`src/rtl/ann_load_scheduler.sv`:
```
// ann_load_scheduler: sequences coefficient-set loads over the verification bus and runs the ANN
module ann_load_scheduler #(
    parameter int NUM_SETS = 4,
    parameter int TIMEOUT  = 1023
) (
    input  logic       clk,
    input  logic       reset,
    input  logic       start,
    input  logic       bus_busy,
    input  logic       ann_request,
    input  logic [1:0] ann_select,
    input  logic       ann_done,
    input  logic [7:0] ann_seven_seg,
    output logic       bus_get_data,
    output logic [1:0] bus_which_data,
    output logic       loaded_pulse,
    output logic       ann_start,
    output logic [7:0] seven_seg,
    output logic       done,
    output logic       error,
    output logic       active
);
    localparam int CW = ($clog2(TIMEOUT + 1) > 10) ? $clog2(TIMEOUT + 1) : 10;

    typedef enum logic [2:0] {IDLE, REQ, WAIT_HI, WAIT_LO, RUN, ERROR} state_t;

    state_t        state, state_nx;
    logic [CW-1:0] cnt;
    logic          pend, pend_nx;
    logic [1:0]    pend_sel, pend_sel_nx;
    logic [1:0]    sel_nx;
    logic          loaded_once;
    logic          req_v, sel_ok, tmo, ld, finish;
    logic [1:0]    req_sel;

    // next state, select and pending request; a pending request acts as a live one in RUN
    always_comb begin
        state_nx    = state;
        sel_nx      = bus_which_data;
        pend_nx     = pend;
        pend_sel_nx = pend_sel;
        req_v       = ann_request | pend;
        req_sel     = ann_request ? ann_select : pend_sel;
        sel_ok      = int'(req_sel) < NUM_SETS;
        tmo         = ({1'b0, cnt} + (CW + 1)'(1)) == (CW + 1)'(TIMEOUT);
        case (state)
            IDLE, ERROR: if (start) begin
                state_nx = REQ;
                sel_nx   = 2'd0;
            end
            REQ:     state_nx = WAIT_HI;
            WAIT_HI: state_nx = bus_busy ? WAIT_LO : tmo ? ERROR : WAIT_HI;
            WAIT_LO: state_nx = !bus_busy ? RUN : tmo ? ERROR : WAIT_LO;
            RUN: if (ann_done) state_nx = IDLE;
                 else if (req_v) begin
                     state_nx = sel_ok ? REQ : ERROR;
                     sel_nx   = sel_ok ? req_sel : bus_which_data;
                 end
            default: state_nx = IDLE;
        endcase
        if (state inside {REQ, WAIT_HI, WAIT_LO} && ann_request) begin
            pend_nx     = 1'b1;
            pend_sel_nx = ann_select;
        end
        if (state == RUN || (state == ERROR && start)) pend_nx = 1'b0;
        ld     = (state == WAIT_LO) && (state_nx == RUN);
        finish = (state == RUN) && ann_done;
    end

    // state, saturating wait counter and registered strobes/levels
    always_ff @(posedge clk or posedge reset) begin
        if (reset) begin
            state          <= IDLE;
            cnt            <= '0;
            pend           <= 1'b0;
            pend_sel       <= 2'd0;
            loaded_once    <= 1'b0;
            bus_get_data   <= 1'b0;
            bus_which_data <= 2'd0;
            loaded_pulse   <= 1'b0;
            ann_start      <= 1'b0;
            seven_seg      <= 8'h00;
            done           <= 1'b0;
            error          <= 1'b0;
            active         <= 1'b0;
        end else begin
            state          <= state_nx;
            cnt            <= (state_nx != state) ? '0 :
                              (state inside {WAIT_HI, WAIT_LO} && cnt != '1) ? cnt + CW'(1) : cnt;
            pend           <= pend_nx;
            pend_sel       <= pend_sel_nx;
            loaded_once    <= (state inside {IDLE, ERROR}) ? 1'b0 : (loaded_once | ld);
            bus_get_data   <= state_nx == REQ;
            bus_which_data <= sel_nx;
            loaded_pulse   <= ld;
            ann_start      <= ld && !loaded_once;
            seven_seg      <= finish ? ann_seven_seg : seven_seg;
            done           <= finish;
            error          <= state_nx == ERROR;
            active         <= !(state_nx inside {IDLE, ERROR});
        end
    end
endmodule

```
`config.mk`:
```
export PLATFORM = sky130hd
export DESIGN_NAME = ann_load_scheduler
export DESIGN_NICKNAME = d
export VERILOG_FILES = /design/src/rtl/ann_load_scheduler.sv
export SDC_FILE = /design/constraint.sdc
export NUM_CORES = 1
export LEC_CHECK = 0
export BUFFER_PORTS_ARGS = -buffer_cell sky130_fd_sc_hd__buf_4
export CORE_ASPECT_RATIO = 1.1
export CORE_MARGIN = 2
export CORE_UTILIZATION = 59
export CTS_CLUSTER_DIAMETER = 40
export DETAILED_ROUTE_END_ITERATION = 10
export PLACE_DENSITY = 0.92
export SYNTH_ARGS = -nofsm -noshare
export SYNTH_HDL_FRONTEND = slang
export SYNTH_SLANG_ARGS = --single-unit
```
`constraint.sdc`:
```
create_clock -name clk -period 5.9 [get_ports clk]
set_input_delay 0.59 -clock clk [delete_from_list [all_inputs] [get_ports clk]]
set_output_delay 0.59 -clock clk [all_outputs]
set_load 0.005 [all_outputs]
```
==> report_table.html, run 1 <==
<table>
<tr><th>Metric</th><th>Value</th></tr>
<tr><th colspan="2">Routing</th></tr>
<tr><td>Post-detailed-route via-to-cell ratio</td><td>5.90</td></tr>
<tr><td>Sum of routed wire length over all layers</td><td>3.59 mm</td></tr>
<tr><td>Vias after detailed routing</td><td>1421</td></tr>
<tr><td>Number of routed nets with antenna violations</td><td>0</td></tr>
<tr><td>First drt pass iteration count</td><td>4</td></tr>
<tr><td>DRC violation count after routing</td><td>0</td></tr>
<tr><td>1st-iter DRT viols</td><td>57</td></tr>
<tr><td>Average detailed-routed wire length per instance</td><td>14.9 µm</td></tr>
<tr><th colspan="2">Floorplanning</th></tr>
<tr><td>Die area</td><td>3540 µm²</td></tr>
<tr><td>Die height</td><td>62.2 µm</td></tr>
<tr><td># rows</td><td>21</td></tr>
<tr><td>Effective utilization at floorplan</td><td>60.7%</td></tr>
<tr><td>Area of the core region</td><td>3000 µm²</td></tr>
<tr><td>Number of ports placed on the die boundary</td><td>32</td></tr>
<tr><td>Die boundary width</td><td>56.9 µm</td></tr>
<tr><th colspan="2">Clocking</th></tr>
<tr><td>Number of post-CTS setup repair buffers</td><td>0</td></tr>
<tr><td>Clock latency at the later pin of the worst-skew pair</td><td>0.35 ns</td></tr>
<tr><td>Clock transition at path regs</td><td>0.11 ns</td></tr>
<tr><td>Maximum clock path buffer count</td><td>2</td></tr>
<tr><td>Number of clock buffers inserted by TritonCTS</td><td>5</td></tr>
<tr><td>Post-CTS Hold Fix Bufs</td><td>0</td></tr>
<tr><td>Depth of the CTS H-tree</td><td>2</td></tr>
<tr><td>Clock tree from TritonCTS</td><td>yes</td></tr>
<tr><td>Post-cts sizing count</td><td>0</td></tr>
<tr><td>Clock sinks</td><td>33</td></tr>
<tr><td>CTS root buffer</td><td>sky130_fd_sc_hd__clkbuf_4</td></tr>
<tr><th colspan="2">Hold path</th></tr>
<tr><td>Class of the worst hold path</td><td>in2async</td></tr>
<tr><th colspan="2">Global routing</th></tr>
<tr><td>Global-route wire length before repair</td><td>6.26 mm</td></tr>
<tr><td>Initial antenna violation count</td><td>0</td></tr>
<tr><td>Maximum number of pins on one net before global-route repair</td><td>34</td></tr>
<tr><td>Overall overflow remaining after global route</td><td>0</td></tr>
<tr><td>Global-route usage over all layers</td><td>22.3%</td></tr>
<tr><td>Number of global-route vias before repair</td><td>1423</td></tr>
<tr><th colspan="2">Yosys</th></tr>
<tr><td>Count of unique library cells instantiated by Yosys</td><td>48</td></tr>
<tr><td>Number of cells produced by synthesis</td><td>172</td></tr>
<tr><td>Sequential share of the synthesized area</td><td>45.4%</td></tr>
<tr><td>Number of enable flip-flop cells after synthesis</td><td>0</td></tr>
<tr><td>Average cell area after synthesis</td><td>10.6 µm²</td></tr>
<tr><td>Top cell type by total area after synthesis</td><td>sky130_fd_sc_hd__dfrtp_1</td></tr>
<tr><td>Ys Warns</td><td>0</td></tr>
<tr><td>Area share of the largest cell type after synthesis</td><td>45.4%</td></tr>
<tr><td>Top flip-flop cell by instance count after synthesis</td><td>sky130_fd_sc_hd__dfrtp_1</td></tr>
<tr><td>Share of synthesized registers carrying an async set or reset</td><td>100%</td></tr>
<tr><td>Syn nets</td><td>190</td></tr>
<tr><td>Number of register bits inferred by synthesis</td><td>33</td></tr>
<tr><td>Dominant cells by area after synthesis</td><td>sky130_fd_sc_hd__dfrtp_1, sky130_fd_sc_hd__mux2_2, sky130_fd_sc_hd__nor2_1</td></tr>
<tr><td>Post-synthesis instance area</td><td>1820 µm²</td></tr>
<tr><th colspan="2">Layout</th></tr>
<tr><td>Number of nets at the end of the flow</td><td>224</td></tr>
<tr><td>N_diodes</td><td>0</td></tr>
<tr><td>Area growth, synth to finish</td><td>16.8%</td></tr>
<tr><td>Most common cell after layout, fill and taps aside</td><td>sky130_fd_sc_hd__dfrtp_1</td></tr>
<tr><td>Leading cell types in the layout, fill and taps excluded</td><td>sky130_fd_sc_hd__dfrtp_1, sky130_fd_sc_hd__buf_4, sky130_fd_sc_hd__nor2_1, sky130_fd_sc_hd__nand2_1</td></tr>
<tr><td>Proportion of layout cells with a drive suffix above 1</td><td>32.9%</td></tr>
<tr><th colspan="2">Pwr</th></tr>
<tr><td>Reported leakage power</td><td>0.954 nW</td></tr>
<tr><td>Power density of the placed cells</td><td>385 nW/µm²</td></tr>
<tr><td>Worst VDD drop</td><td>0.321 mV</td></tr>
<tr><th colspan="2">Timing</th></tr>
<tr><td>Ratio of final minimum period to clock period</td><td>38.8%</td></tr>
<tr><td>Final count of pins violating max slew</td><td>0</td></tr>
<tr><td>Setup-violating endpoint count in the final report</td><td>0</td></tr>
<tr><td>Least-Margin Pin Slew</td><td>1.16 ns</td></tr>
<tr><td>Unrepaired setup endpoints after global routing</td><td>false</td></tr>
<tr><td>Normalized max-slew margin</td><td>22.7%</td></tr>
<tr><td>Final Hold Viols</td><td>0</td></tr>
<tr><td>Least setup slack across all paths after layout</td><td>3.61 ns</td></tr>
<tr><td>Worst clock skew on the final layout</td><td>0.0105 ns</td></tr>
<tr><td>F_max</td><td>437 MHz</td></tr>
<tr><td>Final sum of negative setup slack</td><td>0 ns</td></tr>
<tr><td>Final period demand of the worst path</td><td>2.29 ns</td></tr>
<tr><th colspan="2">Critical path</th></tr>
<tr><td>Worst r2r path cells</td><td>3</td></tr>
<tr><td>Slowest Stage Delay on Critical Path</td><td>0.96 ns</td></tr>
<tr><td>Maximum fanout encountered on the critical timing path</td><td>13</td></tr>
<tr><td>Worst setup path class</td><td>reg2reg</td></tr>
<tr><td>CP Capture Type</td><td>flip-flop</td></tr>
<tr><td>Critical path launch point type</td><td>flip-flop</td></tr>
<tr><td>Worst endpoint required time</td><td>6.14 ns</td></tr>
<tr><td>Slowest stage cell, crit path</td><td>sky130_fd_sc_hd__nor3b_1</td></tr>
<tr><td>Crit path DAT</td><td>2.53 ns</td></tr>
<tr><td>Crit-path cells</td><td>nand2_1 &gt; nor3b_1 &gt; mux2_2</td></tr>
<tr><th colspan="2">Place</th></tr>
<tr><td>Final weighted congestion of routability-driven global placement</td><td>0.845</td></tr>
<tr><td>Worst-case setup slack after placement</td><td>3.58 ns</td></tr>
<tr><td>Port Buf Inserts</td><td>31</td></tr>
<tr><td>DP Wirelength</td><td>2.60 mm</td></tr>
<tr><th colspan="2">Run status</th></tr>
<tr><td>Result of the run</td><td>finished, final reports clean</td></tr>
<tr><th colspan="2">Job</th></tr>
<tr><td>Max-Cap Viols</td><td>0</td></tr>
</table>
where the power goes:
| part | switching (mW) | total (mW) | leakage (nW) | internal (mW) |
|---|---|---|---|---|
| Sequential | 0.0752 | 0.370 | 0.425 | 0.294 |
| Combinational | 0.159 | 0.321 | 0.497 | 0.162 |
| Clock | 0.0816 | 0.126 | 0.0310 | 0.0448 |
| Total | 0.316 | 0.817 | 0.954 | 0.501 |
stage by stage:
step	util [%]	hold WS, ns	cell area (µm²)	total power [mW]	cells
6_report	70.9	0.316	2120	0.817	241
5_1_grt	70.9	0.368	2120	0.869	241
4_1_cts	70.9	0.330	2120	0.818	241
3_5_place_dp	69.0	0.450	2070	0.692	233
3_3_place_gp	69.0	0.452	2070	0.675	233
2_1_floorplan	-	0.419	1820	0.576	172
path summary, 6_finish.rpt:
path	to	slack (ns)	startpoint
setup / recovery	seven_seg[4]	3.61	state[2]
hold / removal	cnt[1]	0.32	reset
setup reg to reg	seven_seg[4]	3.61	state[2]
hold reg to reg	ann_start	0.46	loaded_once
max in group asynchronous	cnt[3]	5.29	reset
min in group clk	ann_start	0.46	loaded_once
cell type report:
class / count / area [µm²]
clock buffer: 5 / 37.5
clock inverter: 3 / 17.5
fill: 219 / 872
inverter: 9 / 33.8
multi-input combinational: 125 / 926
sequential: 33 / 826
tap: 34 / 42.5
timing repair buffer: 32 / 240
cell usage after synthesis, types with 2 or more instances:
master and n:
sky130_fd_sc_hd__o21ai_0 9, sky130_fd_sc_hd__a21oi_2 2, sky130_fd_sc_hd__o41ai_1 2, sky130_fd_sc_hd__mux2i_1 4, sky130_fd_sc_hd__nor3b_1 2, sky130_fd_sc_hd__xnor2_1 3
sky130_fd_sc_hd__dfrtp_1 33, sky130_fd_sc_hd__nand3b_1 4, sky130_fd_sc_hd__nand3_1 10, sky130_fd_sc_hd__nor2_1 18, sky130_fd_sc_hd__o21bai_1 2, sky130_fd_sc_hd__nor2b_1 6
sky130_fd_sc_hd__xor2_1 6, sky130_fd_sc_hd__mux2_2 10, sky130_fd_sc_hd__buf_2 3, sky130_fd_sc_hd__inv_1 9, sky130_fd_sc_hd__a21oi_1 3, sky130_fd_sc_hd__ha_1 2
sky130_fd_sc_hd__nand2_1 15
critical path: cells and delay by family (launching register included):
| family | cells | cell delay [ns] |
|---|---|---|
| simple gates | 2 | 1.12 |
| flops | 1 | 0.63 |
| mux | 1 | 0.42 |
flip-flops by register name, summed over array words and instances (netlist names):
| register | count |
|---|---|
| done | 1 |
| error | 1 |
| loaded_pulse | 1 |
| seven_seg | 8 |
| state | 3 |
| bus_which_data | 2 |
| cnt | 10 |
| active | 1 |
| ann_start | 1 |
| loaded_once | 1 |
| pend_sel | 2 |
| pend | 1 |
| bus_get_data | 1 |
metal layers:
metal,GRT usage (%),vias to the layer above,wire (µm)
li1,-,673,-
met1,27.2,674,1480
met2,34.8,60,1770
met3,6.67,14,217
met4,12.8,0,131
met5,0,-,0
kinds of logic after synthesis:
logic type / count (synthesis) / synth area share (%)
adders and majority gates: 2 / 1.38
buffers and inverters: 14 / 3.65
DFF: 33 / 45.4
xor gates and xnor gates: 9 / 4.34
muxes: 14 / 8.40
and+or+nand+nor: 68 / 21.1
AOI/OAI and AO/OA: 32 / 15.8
Power figures use the tool's default switching activity.
==> run 2, diff against run 1 <==
--- a/config.mk
+++ b/config.mk
@@ -8,10 +8,10 @@
 export BUFFER_PORTS_ARGS = -buffer_cell sky130_fd_sc_hd__buf_4
 export CORE_ASPECT_RATIO = 1.1
 export CORE_MARGIN = 2
-export CORE_UTILIZATION = 59
+export CORE_UTILIZATION = 50
 export CTS_CLUSTER_DIAMETER = 40
 export DETAILED_ROUTE_END_ITERATION = 10
-export PLACE_DENSITY = 0.92
+export PLACE_DENSITY = 0.83
 export SYNTH_ARGS = -nofsm -noshare
 export SYNTH_HDL_FRONTEND = slang
 export SYNTH_SLANG_ARGS = --single-unit
==> constraint.sdc (replaced) <==
create_clock -name clk -period 2.1 [get_ports clk]
set_input_delay 0.21 -clock clk [delete_from_list [all_inputs] [get_ports clk]]
set_output_delay 0.21 -clock clk [all_outputs]
set_load 0.005 [all_outputs]
==> report_table.html, run 2 (same netlist as run 1, synthesis figures left out) <==
<table>
<tr><th>Metric</th><th>Value</th></tr>
<tr><th colspan="2">Run status</th></tr>
<tr><td>Result of the run</td><td>finished, final reports clean</td></tr>
<tr><th colspan="2">Layout</th></tr>
<tr><td>Flip-flop count of the largest register, all copies and words added</td><td>10</td></tr>
<tr><td>Area growth, synth to finish</td><td>20.1%</td></tr>
<tr><td>Register with the most flip-flops</td><td>cnt</td></tr>
<tr><td>Filler-free cell count of the finished design</td><td>260</td></tr>
<tr><td>Most common cell after layout, fill and taps aside</td><td>sky130_fd_sc_hd__buf_4</td></tr>
<tr><td>Number of nets at the end of the flow</td><td>229</td></tr>
<tr><td>Largest registers</td><td>cnt: 10 flops, seven_seg: 8 flops, state: 3 flops</td></tr>
<tr><td>Leading cell types in the layout, fill and taps excluded</td><td>sky130_fd_sc_hd__buf_4, sky130_fd_sc_hd__dfrtp_1, sky130_fd_sc_hd__nor2_1, sky130_fd_sc_hd__nand2_1</td></tr>
<tr><td>Area of all placed cells without fillers</td><td>2180 µm²</td></tr>
<tr><td>N_diodes</td><td>0</td></tr>
<tr><td>Proportion of layout cells with a drive suffix above 1</td><td>34.4%</td></tr>
<tr><td>End-of-flow core utilization</td><td>64.0%</td></tr>
<tr><th colspan="2">Critical path</th></tr>
<tr><td>Sum of buffers and inverters on the critical path</td><td>1</td></tr>
<tr><td>CP Capture Type</td><td>flip-flop</td></tr>
<tr><td>Start of the worst register-to-register path</td><td>cnt[0]</td></tr>
<tr><td>Kind of cell with the highest combined delay on the critical path</td><td>compound AO/OA/AOI/OAI gates</td></tr>
<tr><td>Worst setup path class</td><td>reg2reg</td></tr>
<tr><td>Critical path launch point type</td><td>flip-flop</td></tr>
<tr><td>Worst endpoint required time</td><td>2.32 ns</td></tr>
<tr><td>Slowest Stage Delay on Critical Path</td><td>0.40 ns</td></tr>
<tr><td>Startpoint of the most critical setup path</td><td>cnt[0]</td></tr>
<tr><td>Slowest stage cell, crit path</td><td>sky130_fd_sc_hd__dfrtp_1</td></tr>
<tr><td>Worst r2r path cells</td><td>7</td></tr>
<tr><td>Crit-path cells</td><td>buf_4 &gt; and2_2 &gt; o211ai_1 &gt; a32o_2 &gt; nand3_4 &gt; o221ai_4 &gt; nor2_1</td></tr>
<tr><td>Crit path DAT</td><td>2.13 ns</td></tr>
<tr><td>Depth of the critical timing path with buffers and inverters included</td><td>7</td></tr>
<tr><td>Maximum fanout encountered on the critical timing path</td><td>10</td></tr>
<tr><th colspan="2">Timing</th></tr>
<tr><td>Final period demand of the worst path</td><td>1.91 ns</td></tr>
<tr><td>Least-Margin Pin Slew</td><td>0.443 ns</td></tr>
<tr><td>Final count of pins violating max slew</td><td>0</td></tr>
<tr><td>Unrepaired setup endpoints after global routing</td><td>false</td></tr>
<tr><td>Setup-violating endpoint count in the final report</td><td>0</td></tr>
<tr><td>Normalized max-slew margin</td><td>70.5%</td></tr>
<tr><td>Final sum of negative setup slack</td><td>0 ns</td></tr>
<tr><td>Worst clock skew on the final layout</td><td>0.0119 ns</td></tr>
<tr><td>F_max</td><td>523 MHz</td></tr>
<tr><td>Final Hold Viols</td><td>0</td></tr>
<tr><td>Least setup slack across all paths after layout</td><td>0.190 ns</td></tr>
<tr><td>Ratio of final minimum period to clock period</td><td>91.0%</td></tr>
<tr><td>Hold Slack</td><td>0.0941 ns</td></tr>
<tr><th colspan="2">Global routing</th></tr>
<tr><td>Number of global-route vias before repair</td><td>1350</td></tr>
<tr><td>Global-route wire length before repair</td><td>5.97 mm</td></tr>
<tr><td>Global-route usage over all layers</td><td>19.5%</td></tr>
<tr><td>Overall overflow remaining after global route</td><td>0</td></tr>
<tr><td>Maximum number of pins on one net before global-route repair</td><td>34</td></tr>
<tr><td>Initial antenna violation count</td><td>0</td></tr>
<tr><th colspan="2">Clocking</th></tr>
<tr><td>Maximum clock path buffer count</td><td>2</td></tr>
<tr><td>CTS root buffer</td><td>sky130_fd_sc_hd__clkbuf_4</td></tr>
<tr><td>Clock latency at the later pin of the worst-skew pair</td><td>0.34 ns</td></tr>
<tr><td>Depth of the CTS H-tree</td><td>2</td></tr>
<tr><td>Clock transition at path regs</td><td>0.11 ns</td></tr>
<tr><td>Clock sinks</td><td>33</td></tr>
<tr><td>Clock tree from TritonCTS</td><td>yes</td></tr>
<tr><td>Number of clock buffers inserted by TritonCTS</td><td>5</td></tr>
<tr><th colspan="2">Floorplanning</th></tr>
<tr><td>Number of ports placed on the die boundary</td><td>32</td></tr>
<tr><td>Die height</td><td>67.2 µm</td></tr>
<tr><td># rows</td><td>22</td></tr>
<tr><td>Area of the core region</td><td>3410 µm²</td></tr>
<tr><td>Die area</td><td>4130 µm²</td></tr>
<tr><td>Die boundary width</td><td>61.5 µm</td></tr>
<tr><td>Effective utilization at floorplan</td><td>53.3%</td></tr>
<tr><th colspan="2">Job</th></tr>
<tr><td>Max-Cap Viols</td><td>0</td></tr>
<tr><th colspan="2">Routing</th></tr>
<tr><td>Highest layer used for signal routing</td><td>met4</td></tr>
<tr><td>Average detailed-routed wire length per instance</td><td>13.5 µm</td></tr>
<tr><td>Sum of routed wire length over all layers</td><td>3.51 mm</td></tr>
<tr><td>Met2 wirelength from detailed routing</td><td>1.77 mm</td></tr>
<tr><td>DRC violation count after routing</td><td>0</td></tr>
<tr><td>Vias after detailed routing</td><td>1413</td></tr>
<tr><td>Routed length on met3</td><td>203 µm</td></tr>
<tr><td>1st-iter DRT viols</td><td>73</td></tr>
<tr><td>Number of routed nets with antenna violations</td><td>0</td></tr>
<tr><td>First drt pass iteration count</td><td>4</td></tr>
<tr><td>Met1 Wirelength</td><td>1.49 mm</td></tr>
<tr><td>Post-detailed-route via-to-cell ratio</td><td>5.43</td></tr>
<tr><th colspan="2">Pwr</th></tr>
<tr><td>Sw frac</td><td>38.1%</td></tr>
<tr><td>Internal</td><td>1.44 mW</td></tr>
<tr><td>Total design power</td><td>2.33 mW</td></tr>
<tr><td>Clock share of power</td><td>15.4%</td></tr>
<tr><td>Worst VDD drop</td><td>0.580 mV</td></tr>
<tr><td>Switching power summed over all nets</td><td>887 µW</td></tr>
<tr><td>Proportion of power drawn by flip-flops and latches</td><td>42.8%</td></tr>
<tr><td>Power density of the placed cells</td><td>1070 nW/µm²</td></tr>
<tr><td>Relative contribution of combinational cells to total power</td><td>41.7%</td></tr>
<tr><td>Reported leakage power</td><td>0.976 nW</td></tr>
<tr><th colspan="2">Place</th></tr>
<tr><td>DP Wirelength</td><td>2.54 mm</td></tr>
<tr><td>DP Area</td><td>2120 µm²</td></tr>
<tr><td>Dpl cells</td><td>251</td></tr>
<tr><td>Port Buf Inserts</td><td>31</td></tr>
<tr><td>Worst-case setup slack after placement</td><td>0.123 ns</td></tr>
<tr><td>Final weighted congestion of routability-driven global placement</td><td>0.879</td></tr>
<tr><th colspan="2">Hold path</th></tr>
<tr><td>Class of the worst hold path</td><td>in2reg</td></tr>
<tr><td>Instance count along the most critical hold path</td><td>2</td></tr>
<tr><td>Startpoint of the tightest hold check path</td><td>ann_seven_seg[7]</td></tr>
</table>
[run 2: changes by cell type in the layout (fill, tap and decap cells not counted)]
cell	previous run	this run
sky130_fd_sc_hd__dlygate4sd3_1	0	1
sky130_fd_sc_hd__buf_4	32	36
sky130_fd_sc_hd__ha_1	2	1
sky130_fd_sc_hd__ha_2	0	1
[run 2: layout make-up]
type	instances	area [µm²]
clock inverter	3	17.5
inverter	9	33.8
clock buffer	5	37.5
tap	48	60.1
multi-input combinational	125	928
fill	296	1230
timing repair buffer	37	280
sequential	33	826
[run 2: power groups by stage]
stage	Combinational (mW)	Sequential (mW)	Clock [mW]
CTS	0.980	0.995	0.373
floorplan	0.653	0.966	0
finish	0.972	0.997	0.359
detailed placement	0.972	1.01	0
global route	1.08	1.02	0.391
global placement	0.954	1.00	0
[run 2: layer usage]
layer  vias up  global-route usage (%)
met1       673                    23.9
met2        46                    32.6
li1        687                       -
met5         -                       0
met3         7                    5.94
met4         0                    6.12
[run 2: worst paths after layout]
check	endpoint	slack, ns
max	cnt[3]	0.19
min	seven_seg[7]	0.09
max reg2reg	cnt[3]	0.19
min reg2reg	ann_start	0.45
max in group asynchronous	cnt[2]	1.32
min in group asynchronous	cnt[1]	0.49
[run 2: what timing repair did]
action / in CTS / in global routing
hold buffers: 1 / 0
resized for setup: 0 / 1
endpoints found under the hold margin: 33 / 0
setup buffers: 0 / 0
setup endpoints to repair: 0 / 11
[run 2: worst register-to-register path, delay by kind of cell, from the launching register on]
family	cells	cell delay, ns
flip-flops	1	0.40
AND/OR/NAND/NOR	3	0.43
AO/OA/AOI/OAI	3	0.80
buffers and inverters	1	0.16
